### config.mk
export PLATFORM = sky130hd
export DESIGN_NAME = elastic_buffer_skp_scheduler_flat
export DESIGN_NICKNAME = d
export VERILOG_FILES = /design/src/rtl/elastic_buffer_skp_scheduler_if.sv /design/src/rtl/elastic_buffer_skp_scheduler.sv /design/src/flat_wrapper.sv
export SDC_FILE = /design/constraint.sdc
export NUM_CORES = 1
export LEC_CHECK = 0
export BUFFER_PORTS_ARGS = -buffer_cell sky130_fd_sc_hd__buf_2
export CAP_MARGIN = 20
export CORE_UTILIZATION = 53
export DETAILED_ROUTE_END_ITERATION = 12
export GPL_ROUTABILITY_DRIVEN = 0
export PLACE_DENSITY = 0.78
export SLEW_MARGIN = 20
export SYNTH_ARGS = -nofsm -noshare
export SYNTH_HDL_FRONTEND = slang
export SYNTH_SLANG_ARGS = --single-unit
### constraint.sdc
create_clock -name write_clk -period 3 [get_ports write_clk]
set_input_delay 0.3 -clock write_clk [delete_from_list [all_inputs] [get_ports write_clk]]
set_output_delay 0.3 -clock write_clk [all_outputs]
set_load 0.01 [all_outputs]
### src/rtl/elastic_buffer_skp_scheduler_if.sv
// rtl/elastic_buffer_skp_scheduler_if.sv - symbol/pointer bundle between write path and SKP scheduler
interface elastic_buffer_skp_scheduler_if #(
    parameter int DATA_WIDTH = 10,
    parameter int PTR_W      = 5
);
    logic [DATA_WIDTH-1:0] data_in;
    logic [PTR_W-1:0]      gray_write_pointer;
    logic [PTR_W-1:0]      gray_read_pointer;
    logic                  skp_removed;
    logic                  delete_req;
    logic [PTR_W-1:0]      occupancy;
    logic                  high_flag;
    logic                  low_flag;
    logic                  os_err;
    logic [7:0]            delete_count;

    modport master (
        output data_in, gray_write_pointer, gray_read_pointer, skp_removed,
        input  delete_req, occupancy, high_flag, low_flag, os_err, delete_count
    );

    modport slave (
        input  data_in, gray_write_pointer, gray_read_pointer, skp_removed,
        output delete_req, occupancy, high_flag, low_flag, os_err, delete_count
    );
endinterface

### src/rtl/elastic_buffer_skp_scheduler.sv
// rtl/elastic_buffer_skp_scheduler.sv - write-domain occupancy tracking and SKP deletion scheduler
module elastic_buffer_skp_scheduler #(
    parameter int DATA_WIDTH   = 10,
    parameter int BUFFER_DEPTH = 16,
    parameter int HIGH_WM      = 12,
    parameter int LOW_WM       = 4,
    parameter int MAX_SKP      = 5
) (
    input  logic                          write_clk,
    input  logic                          rst_n,
    elastic_buffer_skp_scheduler_if.slave bus
);
    localparam int A  = $clog2(BUFFER_DEPTH);
    localparam int PW = A + 1;
    localparam int CW = $clog2(MAX_SKP + 1);

    localparam logic [DATA_WIDTH-1:0] COM_RDN = DATA_WIDTH'(10'b0011111010);
    localparam logic [DATA_WIDTH-1:0] COM_RDP = DATA_WIDTH'(10'b1100000101);
    localparam logic [DATA_WIDTH-1:0] SKP_RDN = DATA_WIDTH'(10'b0011111001);
    localparam logic [DATA_WIDTH-1:0] SKP_RDP = DATA_WIDTH'(10'b1100000110);

    typedef enum logic [1:0] {
        IDLE     = 2'd0,
        COM_SEEN = 2'd1,
        SKP_RUN  = 2'd2
    } state_t;

    function automatic logic [PW-1:0] gray2bin(input logic [PW-1:0] g);
        logic [PW-1:0] b;
        b[PW-1] = g[PW-1];
        for (int i = PW - 2; i >= 0; i--) begin
            b[i] = b[i+1] ^ g[i];
        end
        return b;
    endfunction

    state_t          state_q;
    logic [CW-1:0]   skp_in_os_q;
    logic            del_done_q;
    logic            os_err_q;
    logic [PW-1:0]   rgray_meta_q;
    logic [PW-1:0]   rgray_sync_q;
    logic [PW-1:0]   occupancy_q;
    logic [PW-1:0]   occupancy_d;
    logic            high_flag_q;
    logic            low_flag_q;
    logic [7:0]      delete_count_q;
    logic [PW-1:0]   wbin;
    logic [PW-1:0]   rbin_sync;
    logic            is_com;
    logic            is_skp;
    logic            delete_req;

    assign is_com = (bus.data_in == COM_RDN) || (bus.data_in == COM_RDP);
    assign is_skp = (bus.data_in == SKP_RDN) || (bus.data_in == SKP_RDP);

    assign wbin      = gray2bin(bus.gray_write_pointer);
    assign rbin_sync = gray2bin(rgray_sync_q);
    // The extra MSB makes a full buffer read BUFFER_DEPTH rather than wrap to 0.
    assign occupancy_d = wbin - rbin_sync;

    // Only SKPs inside an ordered set are candidates; COM can never match is_skp.
    assign delete_req = is_skp && (state_q != IDLE) && high_flag_q && !del_done_q;

    always_ff @(posedge write_clk or negedge rst_n) begin
        if (!rst_n) begin
            rgray_meta_q   <= '0;
            rgray_sync_q   <= '0;
            occupancy_q    <= '0;
            high_flag_q    <= 1'b0;
            low_flag_q     <= 1'b0;
            delete_count_q <= '0;
        end else begin
            rgray_meta_q <= bus.gray_read_pointer;
            rgray_sync_q <= rgray_meta_q;
            occupancy_q  <= occupancy_d;
            high_flag_q  <= occupancy_q >= PW'(HIGH_WM);
            low_flag_q   <= occupancy_q <= PW'(LOW_WM);
            if (bus.skp_removed && (delete_count_q != 8'hFF)) begin
                delete_count_q <= delete_count_q + 8'd1;
            end
        end
    end

    always_ff @(posedge write_clk or negedge rst_n) begin
        if (!rst_n) begin
            state_q     <= IDLE;
            skp_in_os_q <= '0;
            del_done_q  <= 1'b0;
            os_err_q    <= 1'b0;
        end else begin
            os_err_q <= 1'b0;
            if (delete_req) begin
                del_done_q <= 1'b1;
            end
            case (state_q)
                IDLE: begin
                    if (is_com) begin
                        state_q     <= COM_SEEN;
                        skp_in_os_q <= '0;
                        del_done_q  <= 1'b0;
                    end
                end
                COM_SEEN: begin
                    if (is_skp) begin
                        state_q     <= SKP_RUN;
                        skp_in_os_q <= CW'(1);
                    end else if (is_com) begin
                        skp_in_os_q <= '0;
                        del_done_q  <= 1'b0;
                    end else begin
                        state_q <= IDLE;
                    end
                end
                SKP_RUN: begin
                    if (is_skp) begin
                        if (skp_in_os_q < CW'(MAX_SKP)) begin
                            skp_in_os_q <= skp_in_os_q + CW'(1);
                        end else begin
                            state_q  <= IDLE;
                            os_err_q <= 1'b1;
                        end
                    end else if (is_com) begin
                        state_q     <= COM_SEEN;
                        skp_in_os_q <= '0;
                        del_done_q  <= 1'b0;
                    end else begin
                        state_q <= IDLE;
                    end
                end
                default: state_q <= IDLE;
            endcase
        end
    end

    assign bus.delete_req   = delete_req;
    assign bus.occupancy    = occupancy_q;
    assign bus.high_flag    = high_flag_q;
    assign bus.low_flag     = low_flag_q;
    assign bus.os_err       = os_err_q;
    assign bus.delete_count = delete_count_q;
endmodule

### src/flat_wrapper.sv
// flat-port wrapper written by rule: the top's interface ports become plain ports
module elastic_buffer_skp_scheduler_flat 
#(
    parameter int DATA_WIDTH   = 10,
    parameter int BUFFER_DEPTH = 16,
    parameter int HIGH_WM      = 12,
    parameter int LOW_WM       = 4,
    parameter int MAX_SKP      = 5
)
  (write_clk, rst_n, bus_data_in, bus_gray_write_pointer, bus_gray_read_pointer, bus_skp_removed, bus_delete_req, bus_occupancy, bus_high_flag, bus_low_flag, bus_os_err, bus_delete_count);
  elastic_buffer_skp_scheduler_if #(.DATA_WIDTH(DATA_WIDTH), .PTR_W(5)) bus_i ();
  input  logic write_clk;
  input  logic rst_n;
  input wire logic [$bits(bus_i.data_in)-1:0] bus_data_in;
  input wire logic [$bits(bus_i.gray_write_pointer)-1:0] bus_gray_write_pointer;
  input wire logic [$bits(bus_i.gray_read_pointer)-1:0] bus_gray_read_pointer;
  input wire logic [$bits(bus_i.skp_removed)-1:0] bus_skp_removed;
  output wire logic [$bits(bus_i.delete_req)-1:0] bus_delete_req;
  output wire logic [$bits(bus_i.occupancy)-1:0] bus_occupancy;
  output wire logic [$bits(bus_i.high_flag)-1:0] bus_high_flag;
  output wire logic [$bits(bus_i.low_flag)-1:0] bus_low_flag;
  output wire logic [$bits(bus_i.os_err)-1:0] bus_os_err;
  output wire logic [$bits(bus_i.delete_count)-1:0] bus_delete_count;
  assign bus_i.data_in = bus_data_in;
  assign bus_i.gray_write_pointer = bus_gray_write_pointer;
  assign bus_i.gray_read_pointer = bus_gray_read_pointer;
  assign bus_i.skp_removed = bus_skp_removed;
  assign bus_delete_req = bus_i.delete_req;
  assign bus_occupancy = bus_i.occupancy;
  assign bus_high_flag = bus_i.high_flag;
  assign bus_low_flag = bus_i.low_flag;
  assign bus_os_err = bus_i.os_err;
  assign bus_delete_count = bus_i.delete_count;
  elastic_buffer_skp_scheduler #(.DATA_WIDTH(DATA_WIDTH), .BUFFER_DEPTH(BUFFER_DEPTH), .HIGH_WM(HIGH_WM), .LOW_WM(LOW_WM), .MAX_SKP(MAX_SKP)) u_core (.write_clk(write_clk), .rst_n(rst_n), .bus(bus_i));
endmodule
==> flow_summary.ini, run 1 <==
[hold_path]
hp-class = input port to asynchronous set/reset pin

[clock_network]
clockBufferDepth = 2
cts.clk_slew.worst_paths_ps = 110
cts_buffers = 5
cts.htree.levels = 2
cts_root_buf = clkbuf_4
cts_setup_buffers = 0
cts-resized-gates = 0
cts_tree = done
holdBufCountCts = 0
clk_latency_ps = 340
clock-sinks = 32

[sta]
fin_tns_setup_ps = 0
setup_ws_ps = 562
hold_violations = 17
final.min_clock_period_ps = 2440
skew_ps = 8.41
worstMarginPinSlew_ps = 676
fmax_mhz = 410
setup_viol = 0
fin_crit_sh = 0.813
rsz0062_at_grt = no
slew_violations = 0
hold-worst-slack_ps = -19.8
max_slew_margin = 0.549

[routing]
dr.pass1.iters = 4
wl_um = 3120
dr.first_iter.drc_count = 28
ant_nets = 0
vias = 1279
via_per_inst = 5.35
wire_per_inst_um = 13.1
drc = 0

[run_status]
violations = hold timing
status = complete, but fails checks

[power_and_ir_drop]
peakVddDrop_uv = 505
power.total_mw = 1.28
power_per_cell_area_nw_per_um2 = 634
p_leak_nw = 0.955

[worst_setup_path]
path_max_fanout = 3
crit_path_end_kind = register
reg2reg_from = u_core.rgray_sync_q[4]$_DFF_PN0_
start_kind = register
crit_required_ps = 3220
r2r-end = u_core.bus.occupancy[4]$_DFF_PN0_
worstRegToRegCells = 10
worst-r2r-setup-slack_ps = 560
crit_arrival_ps = 2660
path_class = register to register

[yosys]
yosys_warnings = 0
synthDistinctLibCells = 45
syn_inst = 150
synth-seq-area-share = 0.466
async_flop_share = 1.00
synth-main-ff-cell = dfrtp_1
postSynthAreaPerCell_sq_um = 11.5
synth-seq-cells = 32
synth_edf_count = 0
syn-cell-area_sq_um = 1720
synth_fp_nets = 184

[finish]
antenna_cells = 0
layoutNonFillerInstCount = 239
n_fill_cell = 259
final_nets = 228
multi_input_area_sq_um = 853
areaGrowthSynthToFinish_pct = 17.3
drive_gt1_frac = 0.313
seqCellArea_sq_um = 801

[global_route]
gr-total-overflow = 0
antenna_found_initial = 0
track_usage = 0.208
grt_max_degree = 33
grt_pass1_wl_um = 5280
first_global_vias = 1294

[floorplan]
start_util = 0.563
die_y_um = 58.9
die_x_um = 58.9
pin_count = 40
fp.coreArea_sq_um = 3050
die_area_sq_um = 3470
row_count = 20

[placed_design]
dp_hpwl_um = 2400
dpl_worst_slack_ps = 488
dp_cells = 231
io_buffers = 39

[run]
drv_cap = 0
## sequential cells by signal, summed over array words and instances, names as in the netlist
signal and count:
u_core.bus.low_flag 1, u_core.bus.high_flag 1, u_core.del_done_q 1, u_core.bus.delete_count 8, u_core.rgray_sync_q 5, u_core.rgray_meta_q 5
u_core.bus.os_err 1, u_core.skp_in_os_q 3, u_core.state_q 2, u_core.bus.occupancy 5
## kinds of logic (layout without fill, tap and decap cells)
kind of cell | after synthesis | after routing | synth area share
adder cells (fa/ha/maj) | 11 | 11 | 0.0845
XOR/XNOR | 19 | 19 | 0.0969
flip-flops | 32 | 32 | 0.466
AND/OR/NAND/NOR | 39 | 39 | 0.153
multiplexers | 5 | 5 | 0.0313
buffers and inverters | 15 | 60 | 0.0371
AO/OA/AOI/OAI | 29 | 29 | 0.131
## synth_stat cells (2+ instances only)
cell / instances / share of area
a22o_1: 2 / 0.010
a221o_1: 2 / 0.012
and3_1: 3 / 0.011
dfrtp_1: 32 / 0.47
inv_1: 13 / 0.028
a21oi_1: 4 / 0.012
and4bb_2: 2 / 0.015
nor3_1: 4 / 0.012
ha_1: 10 / 0.073
nor2_1: 3 / 0.0066
nand2_1: 6 / 0.013
mux2_2: 3 / 0.020
nand3_1: 3 / 0.0087
mux2i_1: 2 / 0.012
a21o_1: 3 / 0.013
nand4_1: 4 / 0.015
o21a_1: 2 / 0.0087
xor2_1: 6 / 0.031
o21ai_0: 3 / 0.0087
and2b_1: 2 / 0.0087
xnor2_1: 13 / 0.066
and2_4: 3 / 0.015
a21boi_0: 2 / 0.0087
nor2b_1: 2 / 0.0073
## critical path, cell delays in order (launching register included)
cell and delay [ps]:
dfrtp_1 420, xnor2_1 230, xor2_1 250, xor2_1 300
xnor2_1 120, ha_1 220, fa_1 410, inv_1 80
a21o_1 110, a21oi_1 70, xnor2_1 130
## layout make-up
cell class                 instances  area share
inverter                          13      0.0242
tap                               44      0.0273
timing repair buffer              39      0.0969
multi-input combinational        103       0.424
clock buffer                       5      0.0186
sequential                        32       0.398
clock inverter                     3      0.0118
## through the flow
step,instance area [sq um],util
after floorplan,1720,-
after global placement,1950,0.640
after detailed placement,1950,0.640
after CTS,2010,0.660
after global routing,2010,0.660
final,2010,0.660
## power by group
part | leakage (nW) | switching [mW] | internal [mW] | total [mW]
logic | 0.532 | 0.202 | 0.201 | 0.404
registers | 0.396 | 0.0881 | 0.535 | 0.623
clock network | 0.0274 | 0.158 | 0.0921 | 0.250
total | 0.955 | 0.448 | 0.829 | 1.28
## worst max-delay path by stage
stage	startpoint	to	slack (ps)	cells after the start
floorplan	u_core.rgray_sync_q[4]$_DFF_PN0_	u_core.bus.occupancy[4]$_DFF_PN0_	790	10
global placement	bus_gray_write_pointer[4]	u_core.bus.occupancy[4]$_DFF_PN0_	650	11
detailed placement	bus_gray_write_pointer[4]	u_core.bus.occupancy[4]$_DFF_PN0_	490	11
CTS	u_core.rgray_sync_q[4]$_DFF_PN0_	u_core.bus.occupancy[4]$_DFF_PN0_	530	10
global route	u_core.rgray_sync_q[4]$_DFF_PN0_	u_core.bus.occupancy[4]$_DFF_PN0_	320	10
finish	u_core.rgray_sync_q[4]$_DFF_PN0_	u_core.bus.occupancy[4]$_DFF_PN0_	560	10
## metal layers
metal  share of wire  global-route usage
met4           0.021              0.0884
met1            0.43               0.235
met5               0                   0
met3           0.059              0.0637
met2            0.49               0.362
## cells in the final DEF, fill, tap and decap left out, drive strengths merged, types with 2 or more instances in the layout
master / netlist / final
nand2: 6 / 6
a21o: 3 / 3
a22o: 2 / 2
xnor2: 13 / 13
and2b: 3 / 3
a21oi: 4 / 4
buf: 1 / 39
dfrtp: 32 / 32
nor3: 4 / 4
clkinvlp: 0 / 2
a21boi: 2 / 2
nor2b: 2 / 2
nand3: 3 / 3
and2: 4 / 4
a31oi: 2 / 2
mux2: 3 / 3
ha: 10 / 10
nor2: 3 / 3
and4bb: 2 / 2
mux2i: 2 / 2
o21ai: 3 / 3
inv: 13 / 13
and3: 3 / 3
o21a: 2 / 2
a221o: 2 / 2
clkbuf: 1 / 5
a22oi: 2 / 2
xor2: 6 / 6
nand4: 4 / 4
No activity file was read; power rests on OpenSTA's default activity.
==> run 2, diff against run 1 <==
==> constraint.sdc (replaced) <==
create_clock -name write_clk -period 2.3 [get_ports write_clk]
set_input_delay 0.23 -clock write_clk [delete_from_list [all_inputs] [get_ports write_clk]]
set_output_delay 0.23 -clock write_clk [all_outputs]
set_load 0.01 [all_outputs]
==> run 2 against run 1 <==
Net effect:
- design area grew 5.7%
- total power grew 32%
- hold slack gained 270 ps
- cell count grew 4.6%
- critical path type unchanged
- register-to-register slack lost 500 ps
- the run now ends clean
- clock-buffer cell count is the same
- sequential power grew 30%
- first-iteration DRC count grew 140%
- wire length shrank 2.1%
- largest cell class unchanged
- worst setup slack lost 500 ps
- global-route usage shrank 1.0 points
- critical path depth grew 1
==> flow_summary.ini, run 2 (same netlist as run 1, synthesis figures left out) <==
[placed_design]
place_area_sq_um = 1970
dp_cells = 233
dp_hpwl_um = 2290
io_buffers = 39
dpl_worst_slack_ps = -7.71

[finish]
largest_register_ff_count = 8
most-common-layout-cells = buf_2 (39), dfrtp_1 (32), xnor2_1 (12), inv_1 (12), ha_1 (9)
areaGrowthSynthToFinish_pct = 23.9
antenna_cells = 0
drive_gt1_frac = 0.345
final_nets = 239
fin_area_sq_um = 2130
layoutNonFillerInstCount = 250
layout_commonest_cell = buf_2

[sta]
setup_viol = 0
setup_ws_ps = 65.5
final.min_clock_period_ps = 2230
slew_violations = 0
skew_ps = 5.78
max_slew_margin = 0.554
hold_violations = 0
rsz0062_at_grt = yes
worstMarginPinSlew_ps = 669
fmax_mhz = 448
fin_crit_sh = 0.972

[worst_setup_path]
crit_cells = 11
cpMaxStageDelayCell = dfrtp_1
crit_arrival_ps = 2440
crit_path_end_kind = register
start_kind = register
cpPeakStageDelay_ps = 420
crit_family = XOR/XNOR gates
worstRegToRegCells = 11
crit_required_ps = 2510
crit_path_end = u_core.bus.occupancy[4]$_DFF_PN0_
reg2reg_from = u_core.rgray_sync_q[4]$_DFF_PN0_
worst-r2r-setup-slack_ps = 70
path_max_fanout = 2
crit_start = u_core.rgray_sync_q[4]$_DFF_PN0_
crit_buf_inv = 4
path_class = register to register
crit_chain = xnor2_2 -> xor2_1 -> xor2_1 -> buf_4 -> buf_4 -> inv_1 -> fa_2 -> inv_2 -> a21o_1 -> a21oi_2 -> xnor2_1
r2r-end = u_core.bus.occupancy[4]$_DFF_PN0_

[clock_network]
clock-sinks = 32
clk_latency_ps = 320
cts.htree.levels = 2
clockBufferDepth = 2
cts_buffers = 5
cts_tree = done
cts.clk_slew.worst_paths_ps = 100
cts_root_buf = clkbuf_4

[routing]
dr.first_iter.drc_count = 67
via_per_inst = 5.27
drc = 0
wl_um = 3060
dr.pass1.iters = 4
wire_per_inst_um = 12.2
vias = 1318
ant_nets = 0

[floorplan]
pin_count = 40
die_y_um = 58.9
fp.coreArea_sq_um = 3050
row_count = 20
start_util = 0.563
die_area_sq_um = 3470
die_x_um = 58.9

[run_status]
status = finished clean

[global_route]
track_usage = 0.198
grt_pass1_wl_um = 4990
antenna_found_initial = 0
grt_max_degree = 33
gr-total-overflow = 0
first_global_vias = 1196

[power_and_ir_drop]
p_leak_nw = 1.01
peakVddDrop_uv = 752
power_per_cell_area_nw_per_um2 = 794

[hold_path]
hp-class = input port to register

[run]
drv_cap = 0
==> run 2: changes by cell type in the layout (fill, tap and decap cells not counted), sizes merged <==
cell         change
dlygate4sd3      +6
buf              +5
==> run 2: how the worst min path moves through the flow <==
stage	from	to	slack, ps	cells after the start
floorplan	rst_n	u_core.bus.delete_count[0]$_DFFE_PN0P_	-70	0
global placement	rst_n	u_core.bus.os_err$_DFF_PN0_	300	1
detailed placement	rst_n	u_core.skp_in_os_q[0]$_DFFE_PN0P_	310	1
CTS	bus_gray_write_pointer[4]	u_core.bus.occupancy[4]$_DFF_PN0_	240	3
global route	bus_gray_write_pointer[4]	u_core.bus.occupancy[4]$_DFF_PN0_	250	3
finish	bus_gray_write_pointer[4]	u_core.bus.occupancy[4]$_DFF_PN0_	250	3
==> run 2: metal layers <==
layer | routed length (um) | GRT usage | share of wire
met1 | 1360 | 0.239 | 0.45
met3 | 186 | 0.0549 | 0.061
met2 | 1450 | 0.331 | 0.48
met4 | 51 | 0.0850 | 0.017
met5 | 0 | 0 | 0
==> run 2: area by class of cell <==
type	instances	area [sq um]
fill	242	925
clock buffer	5	37.5
clock inverter	3	23.8
timing repair buffer	50	293
inverter	13	48.8
sequential	32	801
multi-input combinational	103	870
tap	44	55.1
==> run 2: through the flow <==
stage	hold WS (ps)	power (mW)	utilization	setup TNS, ps
after floorplan	-65.6	1.14	-	0
after global placement	304	1.33	0.645	0
after detailed placement	309	1.36	0.645	-7.71
after CTS	237	1.70	0.687	0
after global routing	246	1.83	0.697	-110
final	252	1.69	0.697	0
==> run 2: what timing repair did <==
| item | CTS | global route |
|---|---|---|
| setup buffers | 0 | 3 |
| pin swaps | 2 | 3 |
| setup endpoints to repair | 1 | 1 |
| resized for setup | 1 | 4 |
| hold buffers | 6 | 0 |
| hold endpoints to repair | 37 | 0 |
==> run 2: worst min-delay path: stages <==
cell,delay (ps)
buf_2,100
xnor2_1,80
xnor2_1,130
==> run 2: where the power goes <==
group	switching (mW)	internal [mW]
Sequential	0.115	0.698
Clock	0.196	0.120
Combinational	0.270	0.292
==> run 3, diff against run 2 <==
--- a/config.mk
+++ b/config.mk
@@ -6,7 +6,8 @@
 export NUM_CORES = 1
 export LEC_CHECK = 0
 export BUFFER_PORTS_ARGS = -buffer_cell sky130_fd_sc_hd__buf_2
-export CAP_MARGIN = 20
+export CAP_MARGIN = 25
+export CORE_MARGIN = 4
 export CORE_UTILIZATION = 53
 export DETAILED_ROUTE_END_ITERATION = 12
 export GPL_ROUTABILITY_DRIVEN = 0
==> run 3 against run 2 <==
Net effect:
- flip-flop and latch count is the same
- fmax grew 0.82%
- global-route usage shrank 2.3 points
- clock skew shrank 0.94 ps
- critical path depth shrank 1
- die area grew 21%
- wire length grew 13%
- sequential share of layout area shrank 0.91 points
- hold slack lost 7.3 ps
- core utilization grew 1.1 points
- critical endpoint unchanged
- largest power group unchanged
- highest routed layer unchanged
==> flow_summary.ini, run 3 (same netlist as run 1, synthesis figures left out) <==
[worst_setup_path]
worstRegToRegCells = 10
path_max_fanout = 2
crit_arrival_ps = 2430
worst-r2r-setup-slack_ps = 80
crit_chain = xnor2_2 -> xor2_2 -> xor2_2 -> xnor2_1 -> ha_2 -> fa_2 -> inv_2 -> a21o_1 -> a21oi_2 -> xnor2_1
crit_buf_inv = 1
path_class = register to register
start_kind = register
crit_path_end_kind = register
cpMaxStageDelayCell = dfrtp_1
crit_required_ps = 2520
cpPeakStageDelay_ps = 420
crit_cells = 10
crit_family = XOR/XNOR gates

[global_route]
track_usage = 0.175
grt_max_degree = 33
antenna_found_initial = 0
first_global_vias = 1365
grt_pass1_wl_um = 5800
gr-total-overflow = 0

[sta]
slew_violations = 0
skew_ps = 4.85
fin_tns_setup_ps = 0
fin_crit_sh = 0.964
worstMarginPinSlew_ps = 682
max_slew_margin = 0.545
setup_viol = 0
rsz0062_at_grt = yes
fmax_mhz = 451
final.min_clock_period_ps = 2220
hold_violations = 0
setup_ws_ps = 83.6

[clock_network]
clk_latency_ps = 320
cts_tree = done
clock-sinks = 32
cts_root_buf = clkbuf_4
cts.clk_slew.worst_paths_ps = 90
cts_buffers = 5
clockBufferDepth = 2
cts.htree.levels = 2

[routing]
via_per_inst = 5.46
drc = 0
dr.first_iter.drc_count = 133
wire_per_inst_um = 13.8
ant_nets = 0
wl_um = 3460
vias = 1364
dr.pass1.iters = 4

[finish]
multi_input_area_sq_um = 888
areaGrowthSynthToFinish_pct = 26.9
final_nets = 239
layout_commonest_cell = buf_2
most-common-layout-cells = buf_2 (39), dfrtp_1 (32), xnor2_1 (12), inv_1 (12), ha_1 (9)
drive_gt1_frac = 0.359
largest_register_ff_count = 8
antenna_cells = 0
n_fill_cell = 236
seqCellArea_sq_um = 801

[floorplan]
die_x_um = 64.9
row_count = 20
die_area_sq_um = 4220
fp.coreArea_sq_um = 3080
pin_count = 40
start_util = 0.558
die_y_um = 64.9

[run_status]
status = finished clean

[hold_path]
hp-class = input port to register
worstHoldPathCells = 3

[power_and_ir_drop]
power_per_cell_area_nw_per_um2 = 862
peakVddDrop_uv = 529
p_leak_nw = 1.03

[run]
drv_cap = 0

[placed_design]
io_buffers = 39
dpl_worst_slack_ps = -62.4
dp_hpwl_um = 2490
==> run 3: changes by cell type in the layout (fill, tap and decap cells not counted), moves of 2 or more <==
cell	delta
clkbuf_8	+2
xor2_2	+2
xor2_1	-2
clkinvlp_4	-2
==> run 3: worst paths after layout <==
| path | startpoint | to |
|---|---|---|
| max | u_core.rgray_sync_q[4]$_DFF_PN0_ | u_core.bus.occupancy[4]$_DFF_PN0_ |
| min | bus_gray_write_pointer[4] | u_core.bus.occupancy[4]$_DFF_PN0_ |
| max reg2reg | u_core.rgray_sync_q[4]$_DFF_PN0_ | u_core.bus.occupancy[4]$_DFF_PN0_ |
| min reg2reg | u_core.rgray_meta_q[0]$_DFF_PN0_ | u_core.rgray_sync_q[0]$_DFF_PN0_ |
| max in group asynchronous | rst_n | u_core.bus.delete_count[0]$_DFFE_PN0P_ |
| min in group asynchronous | rst_n | u_core.rgray_sync_q[1]$_DFF_PN0_ |
==> run 3: worst reg2reg max path, delay by kind of cell (launching register included) <==
family          cells  cell delay [ps]
xor+xnor            5              900
fa+ha+maj           2              560
flops               1              420
compound gates      2              170
buf+inv             1               50
==> run 3: metrics by stage <==
| step | area (sq um) | cells | power, mW | hold slack, ps | utilization |
|---|---|---|---|---|---|
| after floorplan | 1720 | 150 | 1.14 | -65.6 | - |
| after detailed placement | 1970 | 233 | 1.37 | 315 | 0.639 |
| after global routing | 2180 | 250 | 2.00 | 253 | 0.709 |
| final | 2180 | 250 | 1.88 | 245 | 0.709 |
| after global placement | 1970 | 233 | 1.34 | 312 | 0.639 |
| after CTS | 2130 | 247 | 1.86 | 233 | 0.693 |
==> run 3: power by group <==
| part | switching [mW] | total (mW) | internal, mW |
|---|---|---|---|
| Clock | 0.183 | 0.472 | 0.288 |
| Combinational | 0.288 | 0.591 | 0.303 |
| Sequential | 0.120 | 0.818 | 0.698 |
| Total | 0.591 | 1.88 | 1.29 |
==> run 3: area by class of cell <==
type	instances	area share
inverters	13	0.0224
well taps	44	0.0252
clock inverters	1	0.0138
flip-flops and latches	32	0.367
repair buffers	50	0.134
multi-input cells	103	0.407
clock buffers	7	0.0298
==> run 3: layer usage <==
metal / wire length [um] / GRT usage / vias to the layer above
li1: - / - / 640
met1: 1450 / 0.209 / 666
met2: 1730 / 0.292 / 48
met3: 224 / 0.0572 / 10
met4: 59 / 0.0660 / 0
met5: 0 / 0 / -
==> run 3: what timing repair did <==
item                       4_1_cts  5_1_grt
resized for setup                2        6
hold buffers                     6        0
pin swaps                        2        5
hold endpoints to repair        37        0
setup buffers                    0        3
setup endpoints to repair        1        2
